$ cat config.mk
export PLATFORM = sky130hd
export DESIGN_NAME = menu_mode_controller_flat
export DESIGN_NICKNAME = d
export VERILOG_FILES = /design/src/rtl/menu_pkg.sv /design/src/rtl/menu_mode_controller_if.sv /design/src/rtl/btn_release_qualifier.sv /design/src/rtl/menu_mode_controller.sv /design/src/flat_wrapper.sv
export SDC_FILE = /design/constraint.sdc
export NUM_CORES = 1
export LEC_CHECK = 0
export BUFFER_PORTS_ARGS = -buffer_cell sky130_fd_sc_hd__buf_2
export CAP_MARGIN = 10
export CORE_ASPECT_RATIO = 0.5
export CORE_MARGIN = 10
export CORE_UTILIZATION = 45
export DETAILED_ROUTE_END_ITERATION = 8
export HOLD_SLACK_MARGIN = 0.15
export PLACE_DENSITY = 0.73
export SYNTH_ARGS = -nofsm -noshare
export SYNTH_HDL_FRONTEND = slang
export SYNTH_SLANG_ARGS = --single-unit
$ cat constraint.sdc
create_clock -name clock -period 2.8 [get_ports clock]
set_input_delay 0.28 -clock clock [delete_from_list [all_inputs] [get_ports clock]]
set_output_delay 0.28 -clock clock [all_outputs]
set_load 0.005 [all_outputs]
$ cat src/rtl/menu_pkg.sv
// Shared types and helpers for the menu/mode controller and its button qualifiers.
package menu_pkg;

   localparam int unsigned MENU_STATE             = 0;
   localparam int unsigned DEFAULT_RELEASE_CYCLES = 6_250_000;

   typedef enum logic {StIdle, StPressed} qual_state_e;
   typedef enum logic {DirLeft, DirRight} dir_e;

   // Cursor lives in 1..num_apps; wrap selects wrap-around versus saturation at the ends.
   function automatic int unsigned next_cursor(int unsigned cursor, dir_e dir, bit wrap,
                                               int unsigned num_apps);
      if (dir == DirRight) begin
         if (cursor >= num_apps) return wrap ? 32'd1 : num_apps;
         return cursor + 32'd1;
      end
      if (cursor <= 32'd1) return wrap ? num_apps : 32'd1;
      return cursor - 32'd1;
   endfunction

endpackage

$ cat src/rtl/menu_mode_controller_if.sv
// Button, enable and mode signals between the board top level and the menu controller.
interface menu_mode_controller_if #(
   parameter int unsigned NUM_APPS = 8,
   parameter int unsigned STATE_W  = $clog2(NUM_APPS + 1)
);

   logic                btnC;
   logic                btnL;
   logic                btnR;
   logic [NUM_APPS-1:0] app_enable;
   logic [STATE_W-1:0]  machine_state;
   logic [STATE_W-1:0]  menu_cursor;
   logic                enter_pulse;
   logic                exit_pulse;
   logic                reject_pulse;

   modport master (
      output btnC, btnL, btnR, app_enable,
      input  machine_state, menu_cursor, enter_pulse, exit_pulse, reject_pulse
   );

   modport slave (
      input  btnC, btnL, btnR, app_enable,
      output machine_state, menu_cursor, enter_pulse, exit_pulse, reject_pulse
   );

endinterface

$ cat src/rtl/btn_release_qualifier.sv
// Synchronizes one raw push-button and emits a single-cycle event once it has been
// seen low for RELEASE_CYCLES consecutive cycles after a press.
module btn_release_qualifier
   import menu_pkg::*;
#(
   parameter int unsigned RELEASE_CYCLES = DEFAULT_RELEASE_CYCLES,
   parameter int unsigned CNT_W          = $clog2(RELEASE_CYCLES + 1)
) (
   input  logic clock,
   input  logic reset,
   input  logic btn_raw,
   output logic evt
);

   localparam logic [CNT_W-1:0] LastCnt = CNT_W'(RELEASE_CYCLES - 1);

   logic             sync1_q;
   logic             sync2_q;
   qual_state_e      state_q;
   logic [CNT_W-1:0] cnt_q;
   logic             evt_q;

   always_ff @(posedge clock or posedge reset) begin
      if (reset) begin
         sync1_q <= 1'b0;
         sync2_q <= 1'b0;
         state_q <= StIdle;
         cnt_q   <= '0;
         evt_q   <= 1'b0;
      end else begin
         sync1_q <= btn_raw;
         sync2_q <= sync1_q;
         evt_q   <= 1'b0;
         case (state_q)
            StIdle: begin
               if (sync2_q) begin
                  state_q <= StPressed;
                  cnt_q   <= '0;
               end
            end
            StPressed: begin
               // Any high sample (held or bounce) restarts the release count.
               if (sync2_q) begin
                  cnt_q <= '0;
               end else if (cnt_q == LastCnt) begin
                  evt_q   <= 1'b1;
                  state_q <= StIdle;
                  cnt_q   <= '0;
               end else begin
                  cnt_q <= cnt_q + CNT_W'(1);
               end
            end
            default: state_q <= StIdle;
         endcase
      end
   end

   assign evt = evt_q;

endmodule

$ cat src/rtl/menu_mode_controller.sv
// Menu/application mode FSM: moves a cursor over NUM_APPS entries, enters enabled apps
// and returns to the menu; all outputs registered.
module menu_mode_controller
   import menu_pkg::*;
#(
   parameter int unsigned NUM_APPS       = 8,
   parameter int unsigned STATE_W        = $clog2(NUM_APPS + 1),
   parameter int unsigned RELEASE_CYCLES = DEFAULT_RELEASE_CYCLES,
   parameter int unsigned CNT_W          = $clog2(RELEASE_CYCLES + 1),
   parameter bit          WRAP           = 1'b1
) (
   input logic                   clock,
   input logic                   reset,
   menu_mode_controller_if.slave bus
);

   localparam logic [STATE_W-1:0] MenuState = STATE_W'(MENU_STATE);

   logic               evt_c;
   logic               evt_l;
   logic               evt_r;
   logic [STATE_W-1:0] state_q;
   logic [STATE_W-1:0] cursor_q;
   logic               enter_q;
   logic               exit_q;
   logic               reject_q;
   logic               cursor_en;
   logic               state_en;

   btn_release_qualifier #(.RELEASE_CYCLES(RELEASE_CYCLES), .CNT_W(CNT_W)) u_qual_c (
      .clock   (clock),
      .reset   (reset),
      .btn_raw (bus.btnC),
      .evt     (evt_c)
   );

   btn_release_qualifier #(.RELEASE_CYCLES(RELEASE_CYCLES), .CNT_W(CNT_W)) u_qual_l (
      .clock   (clock),
      .reset   (reset),
      .btn_raw (bus.btnL),
      .evt     (evt_l)
   );

   btn_release_qualifier #(.RELEASE_CYCLES(RELEASE_CYCLES), .CNT_W(CNT_W)) u_qual_r (
      .clock   (clock),
      .reset   (reset),
      .btn_raw (bus.btnR),
      .evt     (evt_r)
   );

   // Enable bit of the highlighted entry and of the running app (entry k maps to bit k-1).
   always_comb begin
      cursor_en = 1'b0;
      state_en  = 1'b0;
      for (int i = 0; i < NUM_APPS; i++) begin
         if (cursor_q == STATE_W'(i + 1)) cursor_en = bus.app_enable[i];
         if (state_q == STATE_W'(i + 1))  state_en  = bus.app_enable[i];
      end
   end

   always_ff @(posedge clock or posedge reset) begin
      if (reset) begin
         state_q  <= MenuState;
         cursor_q <= STATE_W'(1);
         enter_q  <= 1'b0;
         exit_q   <= 1'b0;
         reject_q <= 1'b0;
      end else begin
         enter_q  <= 1'b0;
         exit_q   <= 1'b0;
         reject_q <= 1'b0;
         if (state_q == MenuState) begin
            // Priority C > L > R; lower-priority events in the same cycle are dropped.
            if (evt_c) begin
               if (cursor_en) begin
                  state_q <= cursor_q;
                  enter_q <= 1'b1;
               end else begin
                  reject_q <= 1'b1;
               end
            end else if (evt_l) begin
               cursor_q <= STATE_W'(next_cursor(32'(cursor_q), DirLeft, WRAP, NUM_APPS));
            end else if (evt_r) begin
               cursor_q <= STATE_W'(next_cursor(32'(cursor_q), DirRight, WRAP, NUM_APPS));
            end
         end else if (evt_l || !state_en) begin
            // Cursor is left alone so the menu re-highlights the app just left.
            state_q <= MenuState;
            exit_q  <= 1'b1;
         end
      end
   end

   assign bus.machine_state = state_q;
   assign bus.menu_cursor   = cursor_q;
   assign bus.enter_pulse   = enter_q;
   assign bus.exit_pulse    = exit_q;
   assign bus.reject_pulse  = reject_q;

endmodule

$ cat src/flat_wrapper.sv
// flat-port wrapper written by rule: the top's interface ports become plain ports
module menu_mode_controller_flat import menu_pkg::*;
#(
   parameter int unsigned NUM_APPS       = 8,
   parameter int unsigned STATE_W        = $clog2(NUM_APPS + 1),
   parameter int unsigned RELEASE_CYCLES = DEFAULT_RELEASE_CYCLES,
   parameter int unsigned CNT_W          = $clog2(RELEASE_CYCLES + 1),
   parameter bit          WRAP           = 1'b1
)
  (clock, reset, bus_btnC, bus_btnL, bus_btnR, bus_app_enable, bus_machine_state, bus_menu_cursor, bus_enter_pulse, bus_exit_pulse, bus_reject_pulse);
  menu_mode_controller_if #(.NUM_APPS(NUM_APPS), .STATE_W(STATE_W)) bus_i ();
  input logic clock;
  input logic reset;
  input wire logic [$bits(bus_i.btnC)-1:0] bus_btnC;
  input wire logic [$bits(bus_i.btnL)-1:0] bus_btnL;
  input wire logic [$bits(bus_i.btnR)-1:0] bus_btnR;
  input wire logic [$bits(bus_i.app_enable)-1:0] bus_app_enable;
  output wire logic [$bits(bus_i.machine_state)-1:0] bus_machine_state;
  output wire logic [$bits(bus_i.menu_cursor)-1:0] bus_menu_cursor;
  output wire logic [$bits(bus_i.enter_pulse)-1:0] bus_enter_pulse;
  output wire logic [$bits(bus_i.exit_pulse)-1:0] bus_exit_pulse;
  output wire logic [$bits(bus_i.reject_pulse)-1:0] bus_reject_pulse;
  assign bus_i.btnC = bus_btnC;
  assign bus_i.btnL = bus_btnL;
  assign bus_i.btnR = bus_btnR;
  assign bus_i.app_enable = bus_app_enable;
  assign bus_machine_state = bus_i.machine_state;
  assign bus_menu_cursor = bus_i.menu_cursor;
  assign bus_enter_pulse = bus_i.enter_pulse;
  assign bus_exit_pulse = bus_i.exit_pulse;
  assign bus_reject_pulse = bus_i.reject_pulse;
  menu_mode_controller #(.NUM_APPS(NUM_APPS), .STATE_W(STATE_W), .RELEASE_CYCLES(RELEASE_CYCLES), .CNT_W(CNT_W), .WRAP(WRAP)) u_core (.clock(clock), .reset(reset), .bus(bus_i));
endmodule
Word level (Yosys, flattened, before mapping). Index checks and enable logic that the tools add are counted. Widths: inputs -> output; s select.

Bits in registers: 92. Input bits: 13. Output and inout bits: 11. Word-level logic and storage cells: 150.

$add $sub $neg: 5. $lt $le $gt $ge: 2. Equal/unequal tests: 24. Mux-type cells: 88. Bitwise operators: 4. Reduce and logical (&&, ||, !) cells: 7.

Operator list (count): $mux 23 (9); $pmux 23 s2 (3); $add 23x1->23 const B (3); $eq 23x23->1 const B (3); $mux 1 (61); $mux 4 (12); $eq 4x3->1 const B (8); $eq 4x2->1 const B (4); $eq 4x1->1 const B (2); $eq 4x4->1 const B (2); $ne 2x2->1 const B (4); $pmux 1 s2 (3); $reduce_and 3->1 (2); $add 4x1->4 const B (1); $ge 4x4->1 const B (1); $le 4x1->1 const B (1); $logic_not 4->1 (1); $not 1->1 (4); $reduce_bool 2->1 (2); $sub 4x1->4 const B (1); $ne 2x1->1 const B (1); $logic_not 1->1 (1); $logic_or 1x1->1 (1).

Longest topological paths before layout.
Word-level depth: 13. Gate-level depth with buffers: 8. Mapped depth without buffers: 7.

Hierarchy. A second synthesis with hierarchy kept.

Cells, all modules: 589. Area total of the unflattened synthesis: 5262.5 µm².

Modules (own cells, without submodules): btn_release_qualifier (instances 3, cells each 166, area an instance 1482.7 µm², seq. area each 675.6 µm²); menu_mode_controller (instances 1, cells each 91, area an instance 814.5 µm², seq. area each 276.5 µm²).

Least setup slack after synthesis. OpenSTA, ideal clock, no wires.

Path type: flip-flop to flip-flop. Start: reg u_core.u_qual_l.cnt_q[6]. End: reg u_core.u_qual_l.cnt_q[10]. Library setup time: 0.122 ns. Arrival time: 1.889 ns. Required time: 2.678 ns. Path slack: 0.789 ns. Stages on the path, launching flop included: 8. Path buffers: 2. Clock period less this slack: 2.011 ns. Cells stage by stage: dfrtp_1 -> buf_6 -> or4b_1 -> nor4_2 -> and2_1 -> buf_4 -> o21ai_1 -> a32o_1.

Word-level cells in the longest chain between the ends: 4. Elaborated cells on any way between the ends: 5. Classes of those cells: 1 x add/sub; 1 x eq/ne; 3 x mux.

Ends and longest elaborated chain: start, declared (line btn_release_qualifier.sv:20) `logic [CNT_W-1:0] cnt_q;`; start signal, assigned (line btn_release_qualifier.sv:50) `cnt_q <= cnt_q + CNT_W'(1);`; $add 23x1->23 / $eq 23x23->1 (equally long branches) (line btn_release_qualifier.sv:50, btn_release_qualifier.sv:45); $mux 23 (*) (line btn_release_qualifier.sv:45) `end else if (cnt_q == LastCnt) begin`; $mux 23 (*) (line btn_release_qualifier.sv:43) `if (sync2_q) begin`; $pmux 23 s2 (*) (line btn_release_qualifier.sv:34) `case (state_q)`.

Mark *: on every way between the ends. The rest lies on a longest branch, timed or not. A chain may end at the register's enable or synchronous reset.

Worst setup path in the final report.
Start: reg u_core.u_qual_r.cnt_q[9]. End: reg u_core.u_qual_r.cnt_q[5].

Word-level cells in the longest chain between the ends: 4.

Ends and longest elaborated chain (line): start, declared (btn_release_qualifier.sv:20); start signal, assigned (btn_release_qualifier.sv:50); $eq 23x23->1 (btn_release_qualifier.sv:45); $mux 23 (btn_release_qualifier.sv:45); $mux 23 (btn_release_qualifier.sv:43); $pmux 23 s2 (btn_release_qualifier.sv:34).

Every way passes these cells.

==> results.yml <==
outcome:
  status: "finished clean"
timing:
  finalSetupTns_ns: 0
  rsz0062_at_grt: "false"
  period_needed_ns: 2.32
  tightest_slew_ns: 0.788
  finalCritPeriodShare: 0.828
  slew_violations: 0
  setup_viol: 0
  skew_ns: 0.0108
  hold_viol_final: 0
  slew_headroom: 0.473
  clock.fmax_mhz: 431
  holdWs_ns: 0.194
critical_path:
  cp_max_fo: 16
  critPathMaxStageDelay_ns: 0.56
  crit_type: "reg -> reg"
  critPathRequiredTime_ns: 3.07
  critPathTopFamily: "compound AO/OA/AOI/OAI gates"
  endpoint_kind: "flip-flop"
  worstSetupStartpointType: "flip-flop"
  crit_chain: "nor4bb_1 -> and4_1 -> a31oi_2 -> buf_4 -> buf_4 -> a31oi_1 -> a31oi_1"
  arrival_ns: 2.58
  cpMaxStageDelayCell: "a31oi_2"
  cp_num_buf_inv: 2
power_and_ir_drop:
  power.density_mw_per_mm2: 469
  pwr-share-clk: 0.456
  switching_share: 0.223
  combPwrFrac: 0.039
  internal_power_w: 0.00210
  p_sw_w: 0.000601
  pwr-share-seq: 0.505
  power.leakage_nw: 2.45
  vdd_drop_max_mv: 0.291
routing:
  viasPerCell: 6.03
  drt_iter0_drc: 434
  ant_nets: 0
  drc_errors: 0
  drt-wirelength-per-cell_um: 15.7
  dr.pass1.iters: 5
  num_vias: 4466
  wl_mm: 11.6
final_layout:
  multi_input_area_mm2: 0.00267
  regArea_mm2: 0.00230
  fillers: 1018
  synthToLayoutAreaGrowth_pct: 11.6
  final_layout_size_suffix_gt1_frac: 0.102
  diodes: 0
  nets: 611
yosys:
  synth.avg_cell_area_um2: 9.05
  synth_top_cell_by_area: "dfrtp_1"
  yosysWarnings: 0
  seq_area_frac_synth: 0.446
  yosys-top-cells-area: "dfrtp_1 (44%), nand2_1 (4.1%), nand3_1 (3.3%)"
  synth_fp_nets: 591
  netlist_area_mm2: 0.00517
  synth_common_cells: "dfrtp_1 (91), nand2_1 (56), nor2_1 (41), nand3_1 (34), a21oi_1 (33)"
  synth.most_common_cell: "dfrtp_1"
  synth_top_area_share: 0.441
  ys_ff_latch: 92
  synthArstFlopShare: 1.00
  synth.distinct_cells: 65
  synthCells: 571
  synth_edf_count: 0
  synthFlopType: "dfrtp_1"
placed_design:
  portBuffers: 23
  place_congestion: 0.917
  hpwl_mm: 8.12
global_route:
  grt_pass1_vias: 4132
  antenna_found_initial: 0
  grt_pass1_wl_mm: 20.3
  grt_overflow: 0
  grt_max_degree: 46
  track_usage: 0.149
clocking:
  clock_latency_ns: 0.35
  clkTransAtPathRegs_ns: 0.07
  cts_setup_buffers: 0
  cts_tree: "yes"
  numCtsBuffers: 9
  clock_path_buffers: 2
  cts.sink_count: 92
  root_buffer: "clkbuf_16"
  cts_resized: 0
  cts.htree.levels: 3
min_path:
  hold_path_class: "in -> reg"
die:
  ios: 24
  die_w_um: 172
  die_y_um: 95.8
  initial_utilization: 0.465
  die_area_mm2: 0.0164
  rows: 27
  core_area_mm2: 0.0111
job:
  cap_violations: 0
## power by group through the flow
stage	clock network (W)	registers (W)	logic, W
after floorplan	0	0.00138	0.0000775
after global placement	0	0.00139	0.000103
after detailed placement	0	0.00139	0.000105
after CTS	0.00125	0.00137	0.000110
after global routing	0.00130	0.00137	0.000123
final	0.00123	0.00137	0.000106
## flip-flops by register name, summed over array words and instances (netlist names)
register / flops
u_core.u_qual_c.state_q: 1
u_core.bus.reject_pulse: 1
u_core.u_qual_r.sync2_q: 1
u_core.u_qual_l.evt: 1
u_core.u_qual_r.evt: 1
u_core.u_qual_c.sync1_q: 1
u_core.u_qual_l.sync2_q: 1
u_core.u_qual_r.cnt_q: 23
u_core.u_qual_l.cnt_q: 23
u_core.bus.exit_pulse: 1
u_core.u_qual_l.sync1_q: 1
u_core.bus.machine_state: 4
u_core.bus.menu_cursor: 4
u_core.u_qual_r.sync1_q: 1
u_core.u_qual_c.sync2_q: 1
u_core.u_qual_r.state_q: 1
u_core.u_qual_c.cnt_q: 23
u_core.u_qual_c.evt: 1
u_core.bus.enter_pulse: 1
u_core.u_qual_l.state_q: 1
## tightest hold or removal path, delay by kind of cell
family | cells | cell delay (ns)
and+or+nand+nor | 2 | 0.11
buffers and inverters | 1 | 0.11
## final cells by class
class	instances	area share
inverter	19	0.0128
sequential	92	0.399
clock buffer	12	0.0427
multi-input combinational	431	0.463
tap	145	0.0315
clock inverter	4	0.00890
timing repair buffer	38	0.0412
## stage by stage
step                worst slack, ns  total power, W  instance area [um2]  instances  utilization
floorplan                     0.130         0.00146                 5170        571            -
global placement              0.630         0.00149                 5430        721        0.488
detailed placement            0.564         0.00150                 5430        721        0.488
CTS                           0.514         0.00272                 5770        741        0.519
global route                  0.335         0.00280                 5770        741        0.519
finish                        0.481         0.00270                 5770        741        0.519
## routing by layer
layer  vias to the layer above  global-route usage  wire length (um)
met2                       101               0.239              5470
met5                         -                   0                 0
li1                       2188                   -                 -
met3                        19              0.0318               481
met1                      2158               0.198              5440
met4                         0              0.0518               201
## final timing paths
check | cells past startpoint | endpoint | start | slack [ns]
worst max-delay path | 7 | u_core.u_qual_r.cnt_q[5]$_DFFE_PP0P_ | u_core.u_qual_r.cnt_q[9]$_DFFE_PP0P_ | 0.48
worst min-delay path | 3 | u_core.bus.machine_state[3]$_DFFE_PP0P_ | bus_app_enable[7] | 0.19
worst max register to register | 7 | u_core.u_qual_r.cnt_q[5]$_DFFE_PP0P_ | u_core.u_qual_r.cnt_q[9]$_DFFE_PP0P_ | 0.48
worst min register to register | 0 | u_core.u_qual_l.sync2_q$_DFF_PP0_ | u_core.u_qual_l.sync1_q$_DFF_PP0_ | 0.35
max in group asynchronous | 4 | u_core.bus.menu_cursor[0]$_DFFE_PP1P_ | reset | 1.54
min in group asynchronous | 3 | u_core.u_qual_l.cnt_q[2]$_DFFE_PP0P_ | reset | 0.55
## layout by cell type (no fill, tap or decap), drive strengths merged, types with 18 or more instances in the layout
master and n:
a21oi 33, and3 18, buf 34, dfrtp 91, inv 19, nand2 56, nand3 34, nand4 24
nor2 41, nor3 23, o21ai 29
## what timing repair did
action                                 CTS  global route
setup endpoints to repair                0             0
hold buffers                             4             0
endpoints found under the hold margin   45             0
## cells by family after synthesis
logic type / Yosys count / share of synthesized area
buf+inv: 48 / 0.0385
mux: 9 / 0.0203
flops: 92 / 0.446
fa+ha+maj: 7 / 0.0169
xor+xnor: 14 / 0.0237
simple gates: 260 / 0.271
compound gates: 141 / 0.184
Note: power is estimated with default switching activity, not from simulation.
